[src/rtl/awg_pkg.sv]
// Shared types and constants for the waveform generator output stages.
package awg_pkg;

    typedef enum logic [1:0] {
        ST_IDLE = 2'd0,
        ST_RUN  = 2'd1,
        ST_FADE = 2'd2
    } state_e;

    localparam int FADE_STEP_DEFAULT = 64;

    // Offset-binary zero code for a converter of the given width.
    function automatic int midscale(input int dw);
        return 1 << (dw - 1);
    endfunction

endpackage

[src/rtl/dac_clk_div.sv]
// DAC sample-period counter: boundary pulse on the last count and a registered,
// glitch-free dac_clk that is low for the first half of the period.
module dac_clk_div #(
    parameter int DIV = 4
) (
    input  logic clk,
    input  logic rst_n,
    output logic boundary,
    output logic dac_clk
);

    localparam int CW = (DIV > 2) ? $clog2(DIV) : 1;

    logic [CW-1:0] cnt;
    logic [CW-1:0] cnt_nxt;

    // Flagging the last count lets registered updates land together with count 0.
    always_comb begin
        boundary = (cnt == CW'(DIV - 1));
        cnt_nxt  = boundary ? '0 : cnt + 1'b1;
    end

    always_ff @(posedge clk or negedge rst_n) begin
        if (!rst_n) begin
            cnt     <= '0;
            dac_clk <= 1'b0;
        end else begin
            cnt     <= cnt_nxt;
            dac_clk <= (cnt_nxt >= CW'(DIV / 2));
        end
    end

endmodule

[src/rtl/dac_drive.sv]
// DAC output stage: one-entry sample hold, amplitude scaling, underrun flag and
// a fade-to-midscale on disable. dac_data only moves as a new period starts.
module dac_drive
    import awg_pkg::*;
#(
    parameter int DW        = 14,
    parameter int DIV       = 4,
    parameter int FADE_STEP = FADE_STEP_DEFAULT
) (
    input  logic          clk,
    input  logic          rst_n,
    input  logic          en,
    input  logic [DW-1:0] sample_in,
    input  logic          sample_valid,
    output logic          sample_ready,
    input  logic [2:0]    state_amp,
    output logic [DW-1:0] dac_data,
    output logic          dac_clk,
    output logic          underrun,
    output logic          muted,
    output state_e        state_dbg
);

    localparam logic [DW-1:0] MID  = DW'(midscale(DW));
    localparam logic [DW:0]   STEP = (DW + 1)'(FADE_STEP);

    // Handshake: a sample transfers on a rising edge where sample_valid and
    // sample_ready are both high; sample_ready depends only on registered state.

    state_e          state;
    logic            hold_full;
    logic [DW-1:0]   hold_data;
    logic            boundary;
    logic            transfer;
    logic signed [DW:0] off;
    logic [DW:0]     mag;
    logic            fade_near;
    logic [DW-1:0]   fade_nxt;

    dac_clk_div #(.DIV(DIV)) u_div (
        .clk      (clk),
        .rst_n    (rst_n),
        .boundary (boundary),
        .dac_clk  (dac_clk)
    );

    function automatic logic [DW-1:0] scale(input logic [DW-1:0] s, input logic [2:0] amp);
        logic signed [DW:0]   d;
        logic signed [4:0]    g;
        logic signed [DW+5:0] p;
        d = $signed({1'b0, s}) - $signed({1'b0, MID});
        g = $signed({2'b00, amp}) + 5'sd1;
        p = (DW + 6)'(d) * (DW + 6)'(g);
        p = (p >>> 3) + $signed((DW + 6)'(MID));
        return p[DW-1:0];
    endfunction

    assign sample_ready = (state == ST_RUN) && !hold_full;
    assign transfer     = sample_valid && sample_ready;
    assign muted        = (state == ST_IDLE);
    assign state_dbg    = state;

    always_comb begin
        off       = $signed({1'b0, dac_data}) - $signed({1'b0, MID});
        mag       = off[DW] ? $unsigned(-off) : $unsigned(off);
        fade_near = (mag <= STEP);
        fade_nxt  = off[DW] ? dac_data + DW'(FADE_STEP) : dac_data - DW'(FADE_STEP);
    end

    always_ff @(posedge clk or negedge rst_n) begin
        if (!rst_n) begin
            state     <= ST_IDLE;
            dac_data  <= MID;
            hold_full <= 1'b0;
            hold_data <= '0;
            underrun  <= 1'b0;
        end else begin
            case (state)
                ST_IDLE: begin
                    dac_data <= MID;
                    if (en) begin
                        state    <= ST_RUN;
                        underrun <= 1'b0;
                    end
                end
                ST_RUN: begin
                    if (boundary) begin
                        if (hold_full) dac_data <= scale(hold_data, state_amp);
                        else           underrun <= 1'b1;
                    end
                    // The boundary above consumed the old hold contents first.
                    if (!en) begin
                        state     <= ST_FADE;
                        hold_full <= 1'b0;
                    end else if (transfer) begin
                        hold_data <= sample_in;
                        hold_full <= 1'b1;
                    end else if (boundary && hold_full) begin
                        hold_full <= 1'b0;
                    end
                end
                ST_FADE: begin
                    if (en) begin
                        state <= ST_RUN;
                    end else if (boundary) begin
                        if (fade_near) begin
                            dac_data <= MID;
                            state    <= ST_IDLE;
                        end else begin
                            dac_data <= fade_nxt;
                        end
                    end
                end
                default: state <= ST_IDLE;
            endcase
        end
    end

endmodule
[config.mk]
export PLATFORM = sky130hd
export DESIGN_NAME = dac_drive
export DESIGN_NICKNAME = d
export VERILOG_FILES = /design/src/rtl/awg_pkg.sv /design/src/rtl/dac_clk_div.sv /design/src/rtl/dac_drive.sv
export SDC_FILE = /design/constraint.sdc
export NUM_CORES = 1
export LEC_CHECK = 0
export ABC_AREA = 1
export BUFFER_PORTS_ARGS = -buffer_cell sky130_fd_sc_hd__buf_2
export CELL_PAD_IN_SITES_DETAIL_PLACEMENT = 0
export CELL_PAD_IN_SITES_GLOBAL_PLACEMENT = 1
export CORE_MARGIN = 2
export CORE_UTILIZATION = 40
export CTS_BUF_LIST = sky130_fd_sc_hd__clkbuf_4 sky130_fd_sc_hd__clkbuf_8
export DETAILED_ROUTE_END_ITERATION = 10
export GPL_ROUTABILITY_DRIVEN = 1
export PLACE_DENSITY_LB_ADDON = 0.1
export SLEW_MARGIN = 10
export SYNTH_ARGS = -nofsm -noshare
export SYNTH_HDL_FRONTEND = slang
export SYNTH_SLANG_ARGS = --single-unit
[constraint.sdc]
create_clock -name clk -period 3.2 [get_ports clk]
set_input_delay 0.64 -clock clk [delete_from_list [all_inputs] [get_ports clk]]
set_output_delay 0.64 -clock clk [all_outputs]
set_load 0.01 [all_outputs]
==> key figures <==
Outcome
  – Status: finished, violations left
  – Violated checks: setup timing

Clock tree
  – CTS tree: built
  – Total CTS buffers: 5
  – Htree depth: 2
  – Post-CTS Hold Buffers: 0
  – Clk buf depth: 2
  – Clk Latency, worst-skew pair: 0.30 ns
  – Clock sink count: 34
  – Clk pin slew, worst setup/hold paths: 0.08 ns
  – Root buf cell: clkbuf_8

Yosys
  – Number of synthesis warnings: 0
  – Synthesized instance count: 617
  – Count leader, synth: nand2_1
  – Area contributors post-synth: dfrtp_1, nand2_1, fa_1
  – Post-synthesis sequential area ratio: roughly a fifth
  – Syn Area/Cell: between 6 and 7 um2
  – EDFF count, synth: 0
  – Synthesized Nets: 708
  – Post-synth cell types: 32
  – Most common library cells after synthesis: nand2_1, inv_1, nor2_1, a21oi_1, ha_1
  – Flops & latches, synth: 34
  – Synth area leader: dfrtp_1
  – Asr flop ratio synth: 100%
  – Primary FF master, synth: dfrtp_1
  – Post-synth top area share: between 10% and 20%
  – Synthesized cell area: 0.00419 mm2

Route
  – Residual DRC: 0
  – Pre-antenna DRT Iters: 4
  – Iteration-0 DRC Markers: 265
  – Total wire length: 11600 um
  – Via count: 4184
  – ANT nets after route: 0
  – Drt via density: 4.83
  – Routed wire per std cell: 13.4 um

Layout
  – Final non-filler cell total: approximately 870
  – Fillers: 974
  – Multi-input logic area: 0.00346 mm2
  – Nets@finish: 821
  – Layout cells sized above 1: a little over a third
  – Layout area overhead: 41.0%
  – Ant. Diodes: 0
  – Reg area: approximately 850 um2
  – Post-layout util: ~58%

Timing
  – Final hold violation count: 0
  – Final min period: between 3 and 4 ns
  – Period Utilization, post-route: 119%
  – Layout Skew: about 0.012 ns
  – Fin worst setup slack: -0.618 ns
  – Setup Viol. Count Final: 12
  – RSZ-0062 raised after global routing: true
  – Fin. max-slew vios: 0
  – Fmax: 262 MHz
  – Slew HR: 43.9%
  – Worst-Margin Slew: between 0.8 and 0.9 ns
  – Worst Hold Slack: 0.432 ns

Global route
  – Initial antenna violation count: 0
  – Number of global-route vias before repair: 4170
  – Grt total ovfl: 0
  – First-pass GRT wire length: approximately 20000 um
  – Gr usage total: 21.8%
  – Largest net degree at the start of global routing: 35

Floorplan
  – CORE AREA: 0.0102 mm2
  – Die X: 106 um
  – Die boundary height: 106 um
  – Row Count: 37
  – Initial Util: 41.0%
  – Boundary pin count: 41
  – DIE AREA: between 0.01 and 0.015 mm2

Critical path
  – Critical Path AT: 4.06 ns
  – CP endpoint kind: flip-flop
  – Critical-path maximum fanout: 7
  – Kind of critical path: in -> reg
  – Crit start category: input port
  – Req. time, crit path: 3.44 ns

Placement
  – HPWL after DPL: 8980 um
  – Port bufs: 40
  – Gpl congestion: just under 0.9
  – DP Cell Count: 841

Hold path
  – Hold Path Class: in -> async

Flow run
  – Max cap viols: 0
## layer usage
metal | global-route usage, % | wire (um)
met1 | 30.2 | 5580
met2 | 36.0 | 5530
met3 | 3.07 | 420
met4 | 4.79 | 90
met5 | 0 | 0
## critical path: stages
cell	delay [ns]
buf_8	0.10
ha_4	0.17
xnor2_4	0.21
buf_12	0.15
buf_8	0.12
buf_6	0.11
nor2_4	0.04
ha_4	0.15
fa_1	0.49
inv_2	0.05
fa_1	0.55
inv_2	0.05
ha_4	0.26
a21oi_4	0.15
buf_6	0.12
o21ai_2	0.05
a21oi_2	0.19
o21ai_4	0.10
inv_2	0.05
nand2_1	0.05
nand3_2	0.07
nand3_1	0.07
nand2_1	0.07
inv_1	0.04
## final timing paths
check	startpoint	endpoint	slack (ns)	depth (start not counted)
setup / recovery	state_amp[0]	dac_data[13]$_DFFE_PN1P_	-0.62	24
hold / removal	rst_n	hold_data[5]$_DFFE_PN0P_	0.43	1
setup reg to reg	hold_data[6]$_DFFE_PN0P_	dac_data[13]$_DFFE_PN1P_	-0.20	19
hold reg to reg	u_div.cnt[0]$_DFF_PN0_	u_div.cnt[0]$_DFF_PN0_	0.43	1
max in group asynchronous	rst_n	dac_data[8]$_DFFE_PN0P_	2.23	1
min in group clk	u_div.cnt[0]$_DFF_PN0_	u_div.cnt[0]$_DFF_PN0_	0.43	1
## cells by family after synthesis
logic type	Yosys count	share of synthesized area [%]
xor gates and xnor gates	7	1.46
AOI/OAI and AO/OA	81	10.4
muxes	1	0.269
buffers and inverters	134	12.3
adders and majority gates	70	25.7
DFF	34	20.3
and+or+nand+nor	290	29.5
## cell type report
class	count	share of cell area, %
sequential	34	14.4
timing repair buffer	115	14.6
clock buffer	7	1.52
multi-input combinational	449	58.5
inverter	125	7.98
clock inverter	1	0.0847
tap	136	2.88
## layout by cell type (no fill, tap or decap), types with 4 or more instances in the layout
cell / instances
nand3_2: 8
nor2_1: 63
a21oi_2: 9
o21ai_2: 12
nand3_1: 32
a21oi_4: 7
inv_1: 102
nand3b_1: 7
fa_1: 25
dfrtp_1: 33
buf_2: 38
nand2_1: 128
ha_4: 18
nand2_4: 10
buf_6: 12
o21ai_0: 9
nor2_2: 8
a21oi_1: 29
nand2_2: 16
ha_1: 25
buf_4: 60
xor2_1: 4
inv_2: 22
nor2_4: 8
clkbuf_8: 6
o21ai_1: 9
## repair_timing
item,4_1_cts,5_1_grt
gates cloned,0,0
setup buffers,13,6
gates resized for setup,60,60
setup endpoints to repair,14,14
pin swaps,62,65
## state kept, by name, summed over array words and instances, names as in the netlist
signal,cells
dac_data,14
hold_full,1
hold_data,14
u_div.cnt,2
state_dbg,2
underrun,1
## stage by stage
step / instance area [um2] / TNS, ns / setup WS [ns]
floorplan: 4440 / -5.10 / -0.562
global route: 5910 / -7.72 / -0.758
detailed placement: 5190 / -11.24 / -1.01
global placement: 5190 / -10.93 / -1.01
CTS: 5620 / -5.37 / -0.553
finish: 5910 / -6.12 / -0.618
Power is left out: the tool's default activity adds up to more than one toggle a clock period on the data nets, which glitch-free logic cannot reach.
